==> src/rtl/instr_fetch.sv <==
// Instruction fetch unit with a single outstanding memory request.
//
// Fetches one word at a time from instruction memory and presents it downstream
// until consumed. Control-flow redirects take priority over stalls and sequential
// advance; responses belonging to a request issued before a redirect are drained
// and dropped.
//
// Ports:
//   i_clk, i_rst             clock, synchronous active-high reset
//   o_imem_req/o_imem_addr   memory request (handshake with i_imem_gnt)
//   i_imem_rvalid/rdata      memory response
//   i_stall                  downstream cannot consume the held instruction
//   i_redirect/_pc           control-flow change and its target
//   o_valid/o_instr/o_pc     held fetched instruction and its address
//   o_pcplus4                o_pc + 4 (mod 2^32)
module instr_fetch #(
  parameter logic [31:0] RESET_PC = 32'h0000_0000
) (
  input  logic        i_clk,
  input  logic        i_rst,
  output logic        o_imem_req,
  output logic [31:0] o_imem_addr,
  input  logic        i_imem_gnt,
  input  logic        i_imem_rvalid,
  input  logic [31:0] i_imem_rdata,
  input  logic        i_stall,
  input  logic        i_redirect,
  input  logic [31:0] i_redirect_pc,
  output logic        o_valid,
  output logic [31:0] o_instr,
  output logic [31:0] o_pc,
  output logic [31:0] o_pcplus4
);

  localparam logic [31:0] Nop = 32'h0000_0013;

  typedef enum logic [1:0] {
    StFetch,
    StWait,
    StHold,
    StDrain
  } state_e;

  state_e      state_q, state_d;
  logic [31:0] pc_q, pc_d;
  logic        valid_q, valid_d;
  logic [31:0] instr_q, instr_d;
  logic [31:0] opc_q, opc_d;

  logic [31:0] target;
  logic        unused_redirect_lsb;

  // Targets are forced word-aligned; the low bits carry no meaning here.
  assign target              = {i_redirect_pc[31:2], 2'b00};
  assign unused_redirect_lsb = ^i_redirect_pc[1:0];

  always_comb begin
    state_d = state_q;
    pc_d    = pc_q;
    valid_d = valid_q;
    instr_d = instr_q;
    opc_d   = opc_q;

    case (state_q)
      StFetch: begin
        if (i_redirect) begin
          pc_d    = target;
          valid_d = 1'b0;
          // A request granted this cycle is already in flight and must be drained.
          state_d = i_imem_gnt ? StDrain : StFetch;
        end else if (i_imem_gnt) begin
          state_d = StWait;
        end
      end
      StWait: begin
        if (i_redirect) begin
          pc_d    = target;
          valid_d = 1'b0;
          state_d = i_imem_rvalid ? StFetch : StDrain;
        end else if (i_imem_rvalid) begin
          instr_d = i_imem_rdata;
          opc_d   = pc_q;
          valid_d = 1'b1;
          state_d = StHold;
        end
      end
      StHold: begin
        if (i_redirect) begin
          pc_d    = target;
          valid_d = 1'b0;
          state_d = StFetch;
        end else if (!i_stall) begin
          pc_d    = pc_q + 32'd4;
          valid_d = 1'b0;
          state_d = StFetch;
        end
      end
      StDrain: begin
        if (i_redirect) begin
          pc_d    = target;
          valid_d = 1'b0;
        end
        // The stale response retires the outstanding request even if a new
        // redirect lands in the same cycle; otherwise we would wait forever.
        if (i_imem_rvalid) begin
          state_d = StFetch;
        end
      end
      default: state_d = StFetch;
    endcase
  end

  always_ff @(posedge i_clk) begin
    if (i_rst) begin
      state_q <= StFetch;
      pc_q    <= RESET_PC;
      valid_q <= 1'b0;
      instr_q <= Nop;
      opc_q   <= RESET_PC;
    end else begin
      state_q <= state_d;
      pc_q    <= pc_d;
      valid_q <= valid_d;
      instr_q <= instr_d;
      opc_q   <= opc_d;
    end
  end

  assign o_imem_req  = (state_q == StFetch) && !i_rst;
  assign o_imem_addr = pc_q;
  assign o_valid     = valid_q;
  assign o_instr     = instr_q;
  assign o_pc        = opc_q;
  assign o_pcplus4   = opc_q + 32'd4;

endmodule

==> config.mk <==
export PLATFORM = sky130hd
export DESIGN_NAME = instr_fetch
export DESIGN_NICKNAME = d
export VERILOG_FILES = /design/src/rtl/instr_fetch.sv
export SDC_FILE = /design/constraint.sdc
export NUM_CORES = 1
export LEC_CHECK = 0
export BUFFER_PORTS_ARGS = -buffer_cell sky130_fd_sc_hd__buf_2
export CAP_MARGIN = 20
export CORE_UTILIZATION = 50
export CTS_BUF_LIST = sky130_fd_sc_hd__clkbuf_4 sky130_fd_sc_hd__clkbuf_8
export CTS_CLUSTER_DIAMETER = 200
export DETAILED_ROUTE_END_ITERATION = 8
export PLACE_DENSITY = 0.8
export SYNTH_ARGS = -nofsm -noshare
export SYNTH_HDL_FRONTEND = slang
export SYNTH_SLANG_ARGS = --single-unit
==> constraint.sdc <==
create_clock -name i_clk -period 2.2 [get_ports i_clk]
set_input_delay 0.22 -clock i_clk [delete_from_list [all_inputs] [get_ports i_clk]]
set_output_delay 0.22 -clock i_clk [all_outputs]
set_load 0.02 [all_outputs]
# After elaboration in Yosys (flattened, before gate mapping)
# Index checks and enable logic that the tools add are counted.
# word_totals
regBits	99
input_bits	70
output_inout_bits	130
wordCells	46
# classes
add_sub_neg	2
eq_ne	9
muxes	20
n_bitwise	1
n_reduce_logical	9
# op_table
operator	n
2-to-1 mux 32 bit	3
adder 32 x 3 -> 32 bit, second input constant	2
one-hot mux 32 bit (2 select lines)	1
2-to-1 mux 2 bit	9
inequality test 3 bit, second input constant	3
one-hot mux 2 bit (4 select lines)	1
AND reduction 3 bit	2
2-to-1 mux 1 bit	5
equality test 2 bit, second input constant	2
inequality test 2 x 1 -> 1 bit, second input constant	2
AND reduction 4 bit	1
one-hot mux 1 bit (3 select lines)	1
OR reduction 3 bit	1
equality test 2 x 1 -> 1 bit, second input constant	1
zero test 2 bit	1
inequality test 2 bit, second input constant	1
AND reduction 2 bit	1
OR reduction 2 bit	1
logical AND 1 bit	1
zero test 1 bit	1
NOT 1 bit	1

# Depth between registers and ports, before layout
# Gate-level depths: netlist of run 1.
# logic_depth
ltp_word	4
depth_mapped	8
mapped_depth_nobuf	6

# Worst setup path after synthesis of run 1
# No wires, ideal clock.
# synth_path
kind	flip-flop to output port
start	register opc_q[2], in the netlist o_pc[2]
end	output port o_pcplus4[30]
arrival_ps	2115
slack_ps	-135
path_stages_with_launch	7
n_path_buf	1
cell_sequence	dfxtp_1 > ha_1 > inv_1 > or4_1 > clkbuf_1 > nor4_1 > xor2_1
# synth_between
elab_chain_len	1
# synth_rtl
element	line_no	rtl
start, declared	48	logic [31:0] opc_q, opc_d;
start signal, assigned	125	opc_q <= opc_d;
adder 32 x 3 -> 32 bit	134	assign o_pcplus4 = opc_q + 32'd4;
end, declared	32	output logic [31:0] o_pcplus4
# Every way passes these cells.

# Worst setup path after layout of run 1
# layout_path
start	register opc_q[7], in the netlist o_pc[7]
end	output port o_pcplus4[26]
# Same word-level chain as after synthesis.

==> reports/metrics.csv, run 1 <==
metric,value,unit
violations,setup timing,
vias,5339,
slew_headroom,40.8,%
drive_gt1_share,33.8,%
remaining_drc_errors,0,
yosys_warnings,0,
synthSimpleGateAreaFrac,30.5,%
worst_path_max_delay_cell,or4_4,
crit_path_cell_trace,"nand4_1, buf_4, or4_4, nor3_2, xor2_1, buf_4",
cts_sinks,95,
firstDrtPassIters,6,
outcome,"finished, violations left",
synth_xor_area_share,6.52,%
seq_area,1910,µm²
muxShareOfSynthArea,0.207,%
cap_violations,0,
tightest_slew,887,ps
timing_hold_violations_final,0,
synth.cell_area,4840,µm²
yosys.cell_count.top_type,nand2_1,
setup_ws,-200,ps
place_congestion,0.876,
slowest_delay,560,ps
fin_crit_sh,109,%
die_area,10100,µm²
numPortBuffers,191,
grt_pass1_vias,4819,
yosys.area.top_type,dfxtp_1,
placed_area,5970,µm²
synth_ff_type,dfxtp_1,
yosysTopAreaCellShare,39.3,%
postRouteAntennaNets,0,
fillers,813,
nets,905,
fmaxAchievable,417,MHz
num_io_pins,200,
finalInstanceArea,6450,µm²
grt_pass1_wl,22600,µm
cts_tree,built,
setup_violations,19,
cellPowerDensity,565,nW/µm²
synth_area_leaders,"dfxtp_1 39%, nand2_1 12%, a21oi_1 6.7%, xnor2_1 3.6%, xor2_1 2.9%",
dp_hpwl,10300,µm
numCtsBuffers,9,
multiInputGateArea,2850,µm²
vias_per_cell,5.56,
antenna_found_initial,0,
final-max-slew-violation-count,0,
synth_compound_area_share,16.1,%
synthAdderAreaFrac,1.81,%
rows,35,
critPathArrivalTime,2180,ps
coreArea,9330,µm²
synth_common_cells,"151 x nand2_1, 95 x dfxtp_1, 65 x a21oi_1, 32 x clkbuf_1",
grt_start_max_net_pins,88,
start_kind,flop,
hold_class,input pin to flop,
synth_top_family_by_area,simple AND/OR/NAND/NOR gates,
vdd_drop_max,0.000322,V
gr-total-overflow,0,
h-tree-depth,3,
cts.path.max_buffers,2,
place_ws,-21.9,ps
start_util,51.9,%
insertion_delay,360,ps
ys_ff_latch,95,
setup.worst_path.class,flop to primary output,
skew,12.1,ps
routedWlPerCell,15.2,µm
crit_fanout,4,
drt-initial-drc-count,224,
seq_area_frac_synth,39.3,%
clockRootBuffer,clkbuf_8,
track_usage,28.0,%
synth-async-reset-ratio,0,%
crit_top_cell,buf_4,
worstPathRequired,1980,ps
critical_path.endpoint_type,primary output,
die_w,100,µm
avgSynthCellArea,7.67,µm²
grt_setup_unrepaired,yes,
synth_edf_count,0,
synth_cells,631,
p_leak,2.81,nW
synth.distinct_cells,46,
diodes,0,
die_h,100,µm
drt-total-wl,14600,µm
cts.clk_slew.worst_paths,100,ps
min_period,2400,ps
syn_to_final_growth,33.4,%
-- report_power, final --
part,switching (mW),leakage (nW),internal (mW)
Sequential,0.0971,0.779,1.80
Combinational,0.420,1.95,0.257
Clock,0.636,0.0872,0.432
Total,1.15,2.81,2.49
-- critical path, delay by kind of cell, from the launching register on --
| family | cells | cell delay (ps) |
|---|---|---|
| buf+inv | 2 | 380 |
| simple gates | 3 | 920 |
| xor+xnor | 1 | 180 |
| flops | 1 | 340 |
-- placed cells by master (no fill, tap or decap), drive strengths merged, types with 16 or more instances in the layout --
master / n
nand3: 27
buf: 228
dfxtp: 95
xor2: 16
nor2: 27
nand2: 151
nor3: 17
nand4: 20
a21oi: 65
xnor2: 20
inv: 16
-- registers in the layout, indices dropped and copies added, names as in the netlist --
signal / flops
o_pc: 30
o_instr: 32
state_q: 2
o_imem_addr: 30
o_valid: 1
-- cell type report --
type                       count  share of cell area, %
clock inverter                 5                  0.659
timing repair buffer         228                   20.2
clock buffer                  10                   2.04
inverter                      13                  0.756
sequential                    95                   29.6
multi-input combinational    481                   44.2
tap                          129                   2.50
-- logic make-up after synthesis --
| family | count (synthesis) |
|---|---|
| flip-flops | 95 |
| adder cells (fa/ha/maj) | 7 |
| AO/OA/AOI/OAI | 127 |
| buffers and inverters | 61 |
| XOR/XNOR | 36 |
| multiplexers | 1 |
| AND/OR/NAND/NOR | 303 |
| other | 1 |
-- path summary, 6_finish.rpt --
path	startpoint	endpoint	slack, ps	depth (start not counted)
worst min-delay path	i_imem_rdata[4]	o_instr[4]$_SDFFE_PP1P_	60	3
worst max register to register	state_q[0]$_SDFFE_PP0P_	o_imem_addr[30]$_SDFFE_PP0P_	120	6
worst max-delay path	o_pc[7]$_SDFFE_PP0P_	o_pcplus4[26]	-200	6
worst min register to register	o_instr[16]$_SDFFE_PP0P_	o_instr[16]$_SDFFE_PP0P_	460	2
-- through the flow --
step	total power, mW	utilization [%]	cells	TNS, ps	hold slack (ps)
3_5_place_dp	2.60	64.0	935	-21.9	441
2_1_floorplan	2.35	-	636	0	344
5_1_grt	3.81	69.2	961	-4010	52.3
4_1_cts	3.65	67.7	955	-1280	48.9
6_report	3.65	69.2	961	-1980	60.0
3_3_place_gp	2.58	64.0	935	0	430
-- repair_timing --
| action | CTS | global route |
|---|---|---|
| hold endpoints to repair | 0 | 0 |
| pin swaps | 4 | 9 |
| hold buffers | 0 | 0 |
| gates cloned | 1 | 1 |
| gates resized for setup | 32 | 22 |
| setup endpoints to repair | 9 | 19 |
| setup buffers | 4 | 4 |
-- routing by layer --
metal  global-route usage, %  wire length [µm]  vias to the layer above
met5                       0                 0                        -
li1                        -                 -                     2607
met3                    4.74               983                       24
met4                    10.0               283                        0
met2                    49.1              7150                      217
met1                    34.6              6140                     2491
No activity file was read; power rests on OpenSTA's default activity.
==> run 2: changes to the inputs <==
==> constraint.sdc (replaced) <==
create_clock -name i_clk -period 2.4 [get_ports i_clk]
set_input_delay 0.24 -clock i_clk [delete_from_list [all_inputs] [get_ports i_clk]]
set_output_delay 0.24 -clock i_clk [all_outputs]
set_load 0.02 [all_outputs]
==> reports/metrics.csv, run 2 (synthesis results as in run 1) <==
metric,value,unit
vias,5225,
fmaxAchievable,424,MHz
drt-total-wl,14100,µm
setup.worst_path.class,flop to primary output,
worstPathRequired,2160,ps
diodes,0,
r2r_slack,310,ps
vias_per_cell,5.48,
swShare,30.4,%
top_usage_layer,met2,
postRouteAntennaNets,0,
layout_common_cells,"187 x buf_2, 151 x nand2_1, 92 x dfxtp_1",
reg2reg_depth,6,
setup_violations,0,
antenna_found_initial,0,
syn_to_final_growth,30.1,%
min_period,2360,ps
start_kind,flop,
remaining_drc_errors,0,
timing_hold_violations_final,0,
grt_start_max_net_pins,88,
critPathArrivalTime,2120,ps
final_cells,953,
cts.clk_slew.worst_paths,100,ps
cts.path.max_buffers,2,
h-tree-depth,3,
power,3.46,mW
cellPowerDensity,550,nW/µm²
grt_setup_unrepaired,yes,
crit_fanout,5,
min_from,i_imem_rdata[0],
vdd_drop_max,0.000314,V
crit_end,o_pcplus4[22],
track_usage,27.4,%
p_switching,1.05,mW
p_leak,2.75,nW
power_frac_clock,32.2,%
slowest_delay,610,ps
use_met3,5.85,%
firstDrtPassIters,5,
place_ws,185,ps
skew,11.9,ps
final_util,67.5,%
cts_tree,built,
layout_commonest_cell,buf_2,
critical_path.endpoint_type,primary output,
largest_register_ffs,32,
grt_pass1_vias,4599,
tightest_slew,888,ps
die_h,100,µm
numPortBuffers,191,
setup_tns,0,ps
insertion_delay,360,ps
place_congestion,0.852,
final-max-slew-violation-count,0,
nets,896,
crit_path_cell_trace,"ha_1, inv_1, or4_4, nor3_2, xor2_1, buf_4",
gr-total-overflow,0,
drt-initial-drc-count,263,
met1_usage,36.3,%
clockRootBuffer,clkbuf_8,
drive_gt1_share,31.4,%
cap_violations,0,
worst_path_max_delay_cell,or4_4,
grtUsageMet2,44.9,%
start_util,51.9,%
slew_headroom,40.8,%
num_io_pins,200,
rows,35,
placedCellCount,928,
numCtsBuffers,9,
dp_hpwl,9980,µm
internal_power,2.41,mW
cts_sinks,95,
die_area,10100,µm²
routedWlPerCell,14.8,µm
timing.rr.start,state_q[0]$_SDFFE_PP0P_,
coreArea,9330,µm²
seq_power_share,50.4,%
fin_crit_sh,98.2,%
outcome,"complete, no violations",
die_w,100,µm
combPwrFrac,17.4,%
setup_ws,44.1,ps
timing.rr.end,o_imem_addr[31]$_SDFFE_PP0P_,
hold_class,input pin to flop,
startpoint,o_pc[2]$_SDFFE_PP0P_,
grt_pass1_wl,22000,µm
==> run 2: cell count changes in the layout (fill, tap and decap cells not counted), moves of 3 or more <==
cell	before	now
buf_2	172	187
nand3_2	5	2
buf_4	52	31
dfxtp_2	8	2
dfxtp_1	87	92
nand3_1	21	25
buf_6	3	0
==> run 2: power groups by stage <==
stage	Combinational (mW)	Clock, mW	Sequential [mW]
floorplan	0.304	0	1.85
global placement	0.579	0	1.78
detailed placement	0.592	0	1.78
CTS	0.596	1.13	1.74
global route	0.661	1.19	1.76
finish	0.603	1.11	1.75
==> run 2: worst min path at each step <==
stage | endpoint | slack, ps | cells past startpoint
2_1_floorplan | o_instr[0]$_SDFFE_PP1P_ | 360 | 2
3_3_place_gp | o_instr[31]$_SDFFE_PP0P_ | 440 | 2
3_5_place_dp | o_instr[14]$_SDFFE_PP0P_ | 440 | 2
4_1_cts | o_instr[0]$_SDFFE_PP1P_ | 80 | 3
5_1_grt | o_instr[1]$_SDFFE_PP1P_ | 70 | 3
6_report | o_instr[0]$_SDFFE_PP1P_ | 80 | 3
==> run 2: area by class of cell <==
cell class              instances  area [µm²]
fillers                       805        3030
repair buffers                219        1190
clock inverters                 5        63.8
inverters                      13        48.8
well taps                     129         161
clock buffers                  11         145
flip-flops and latches         95        1910
multi-input cells             481        2780
==> run 2: per-layer routing <==
metal	routed length, µm	vias up
met4	218	0
met1	6060	2403
met2	6830	215
met3	1010	23
met5	0	-
li1	-	2584
==> run 2: through the flow <==
stage / cell area, µm² / hold WS, ps
2_1_floorplan: 4860 / 364
3_3_place_gp: 5910 / 438
3_5_place_dp: 5910 / 444
4_1_cts: 6180 / 75.2
5_1_grt: 6290 / 74.3
6_report: 6290 / 83.5
==> run 2: what timing repair did <==
| action | 4_1_cts | 5_1_grt |
|---|---|---|
| setup buffers | 4 | 2 |
| hold endpoints to repair | 0 | 0 |
| setup endpoints to repair | 9 | 18 |
| gates resized for setup | 5 | 20 |
| hold buffers | 0 | 0 |
| cloned | 1 | 1 |
| pin swaps | 3 | 6 |
==> run 2: critical path, delay by kind of cell, from the launching register on <==
kind          cells  cell delay, ps
buf+inv           2             260
simple gates      2             770
xor+xnor          1             200
fa+ha+maj         1             170
flops             1             350
==> run 3: changes to the inputs <==
--- a/config.mk
+++ b/config.mk
@@ -12,6 +12,7 @@
 export CTS_CLUSTER_DIAMETER = 200
 export DETAILED_ROUTE_END_ITERATION = 8
 export PLACE_DENSITY = 0.8
+export RECOVER_POWER = 25
 export SYNTH_ARGS = -nofsm -noshare
 export SYNTH_HDL_FRONTEND = slang
 export SYNTH_SLANG_ARGS = --single-unit
==> reports/metrics.csv, run 3 (synthesis results as in run 1) <==
metric,value,unit
die_w,100,µm
final-max-slew-violation-count,0,
fillers,832,
routedWlPerCell,14.8,µm
postRouteAntennaNets,0,
firstDrtPassIters,5,
critPathArrivalTime,2120,ps
track_usage,27.4,%
layout_commonest_cell,nand2_1,
place_ws,185,ps
cts_tree,built,
syn_to_final_growth,28.8,%
fin_crit_sh,98.3,%
start_kind,flop,
diodes,0,
cts.clk_slew.worst_paths,100,ps
antenna_found_initial,0,
drt-total-wl,14100,µm
nets,896,
outcome,"complete, no violations",
vdd_drop_max,0.000313,V
grt_setup_unrepaired,yes,
dp_hpwl,9980,µm
place_congestion,0.852,
worstPathRequired,2160,ps
die_area,10100,µm²
worst_path_max_delay_cell,or4_4,
setup_ws,41.8,ps
min_period,2360,ps
tightest_slew,879,ps
hold_class,input pin to flop,
remaining_drc_errors,0,
layout_common_cells,"151 x nand2_1, 139 x buf_2, 92 x dfxtp_1",
setup_violations,0,
crit_fanout,5,
insertion_delay,360,ps
grt_pass1_vias,4599,
largest_register_ffs,32,
vias,5233,
start_util,51.9,%
rows,35,
slew_headroom,41.4,%
critical_path.endpoint_type,primary output,
skew,13.8,ps
coreArea,9330,µm²
fmaxAchievable,424,MHz
cap_violations,0,
cellPowerDensity,554,nW/µm²
vias_per_cell,5.49,
hold_ws,87.8,ps
slowest_delay,610,ps
drt-initial-drc-count,231,
crit_buf_inv,2,
timing_hold_violations_final,0,
num_io_pins,200,
cts.path.max_buffers,2,
power,3.45,mW
grt_pass1_wl,22000,µm
crit_family,simple AND/OR/NAND/NOR gates,
numCtsBuffers,9,
h-tree-depth,3,
cts_sinks,95,
grt_start_max_net_pins,88,
crit_path_cell_trace,"ha_1, inv_1, or4_4, nor4_2, xor2_1, buf_2",
die_h,100,µm
p_leak,2.55,nW
drive_gt1_share,25.6,%
setup.worst_path.class,flop to primary output,
numPortBuffers,191,
gr-total-overflow,0,
clockRootBuffer,clkbuf_8,
[run 3: area by class of cell]
type                            count  area, µm²  share of cell area (%)
Multi-Input combinational cell    481       2780                    44.6
Sequential cell                    95       1910                    30.6
Timing Repair Buffer              219       1130                    18.1
Tap cell                          129        161                    2.59
Clock buffer                       11        145                    2.33
Clock inverter                      5       63.8                    1.02
Inverter                           13       48.8                   0.783
[run 3: metal layers]
metal,up-vias,GRT usage [%],routed length (µm)
li1,2589,-,-
met1,2384,36.3,6020
met2,237,44.9,6770
met3,23,5.85,1070
met4,0,7.58,235
met5,-,0,0
[run 3: report_power, final]
part           internal (mW)  switching (mW)  total [mW]
Clock                  0.532           0.580        1.11
Sequential              1.65          0.0941        1.75
Combinational          0.217           0.377       0.594
Total                   2.40            1.05        3.45
[run 3: path summary, 6_finish.rpt]
check / endpoint / startpoint / depth (start not counted) / slack (ps)
setup reg to reg: o_imem_addr[23]$_SDFFE_PP0P_ / o_imem_addr[6]$_SDFFE_PP0P_ / 4 / 290
setup / recovery: o_pcplus4[30] / o_pc[2]$_SDFFE_PP0P_ / 6 / 40
hold reg to reg: o_instr[14]$_SDFFE_PP0P_ / o_instr[14]$_SDFFE_PP0P_ / 2 / 460
hold / removal: o_instr[0]$_SDFFE_PP1P_ / i_imem_rdata[0] / 3 / 90
[run 3: through the flow]
step / instances / setup TNS [ps] / cell area [µm²] / util, %
finish: 953 / 0 / 6230 / 66.8
global route: 953 / -212 / 6230 / 66.8
CTS: 949 / 0 / 6180 / 66.2
detailed placement: 928 / 0 / 5910 / 63.4
global placement: 928 / 0 / 5910 / 63.4
floorplan: 636 / 0 / 4860 / -
[run 3: repair_timing]
action | 4_1_cts | 5_1_grt
gates cloned | 1 | 1
setup buffers | 4 | 2
pin swaps | 3 | 6
hold buffers | 0 | 0
endpoints found under the setup margin | 9 | 18
resized for setup | 5 | 20
[run 3: worst register-to-register path, stage by stage, from the launching register on]
cell      delay [ps]
dfxtp_1          480
nand4_1          230
or4_4            660
or4b_1           520
o2111a_1         130
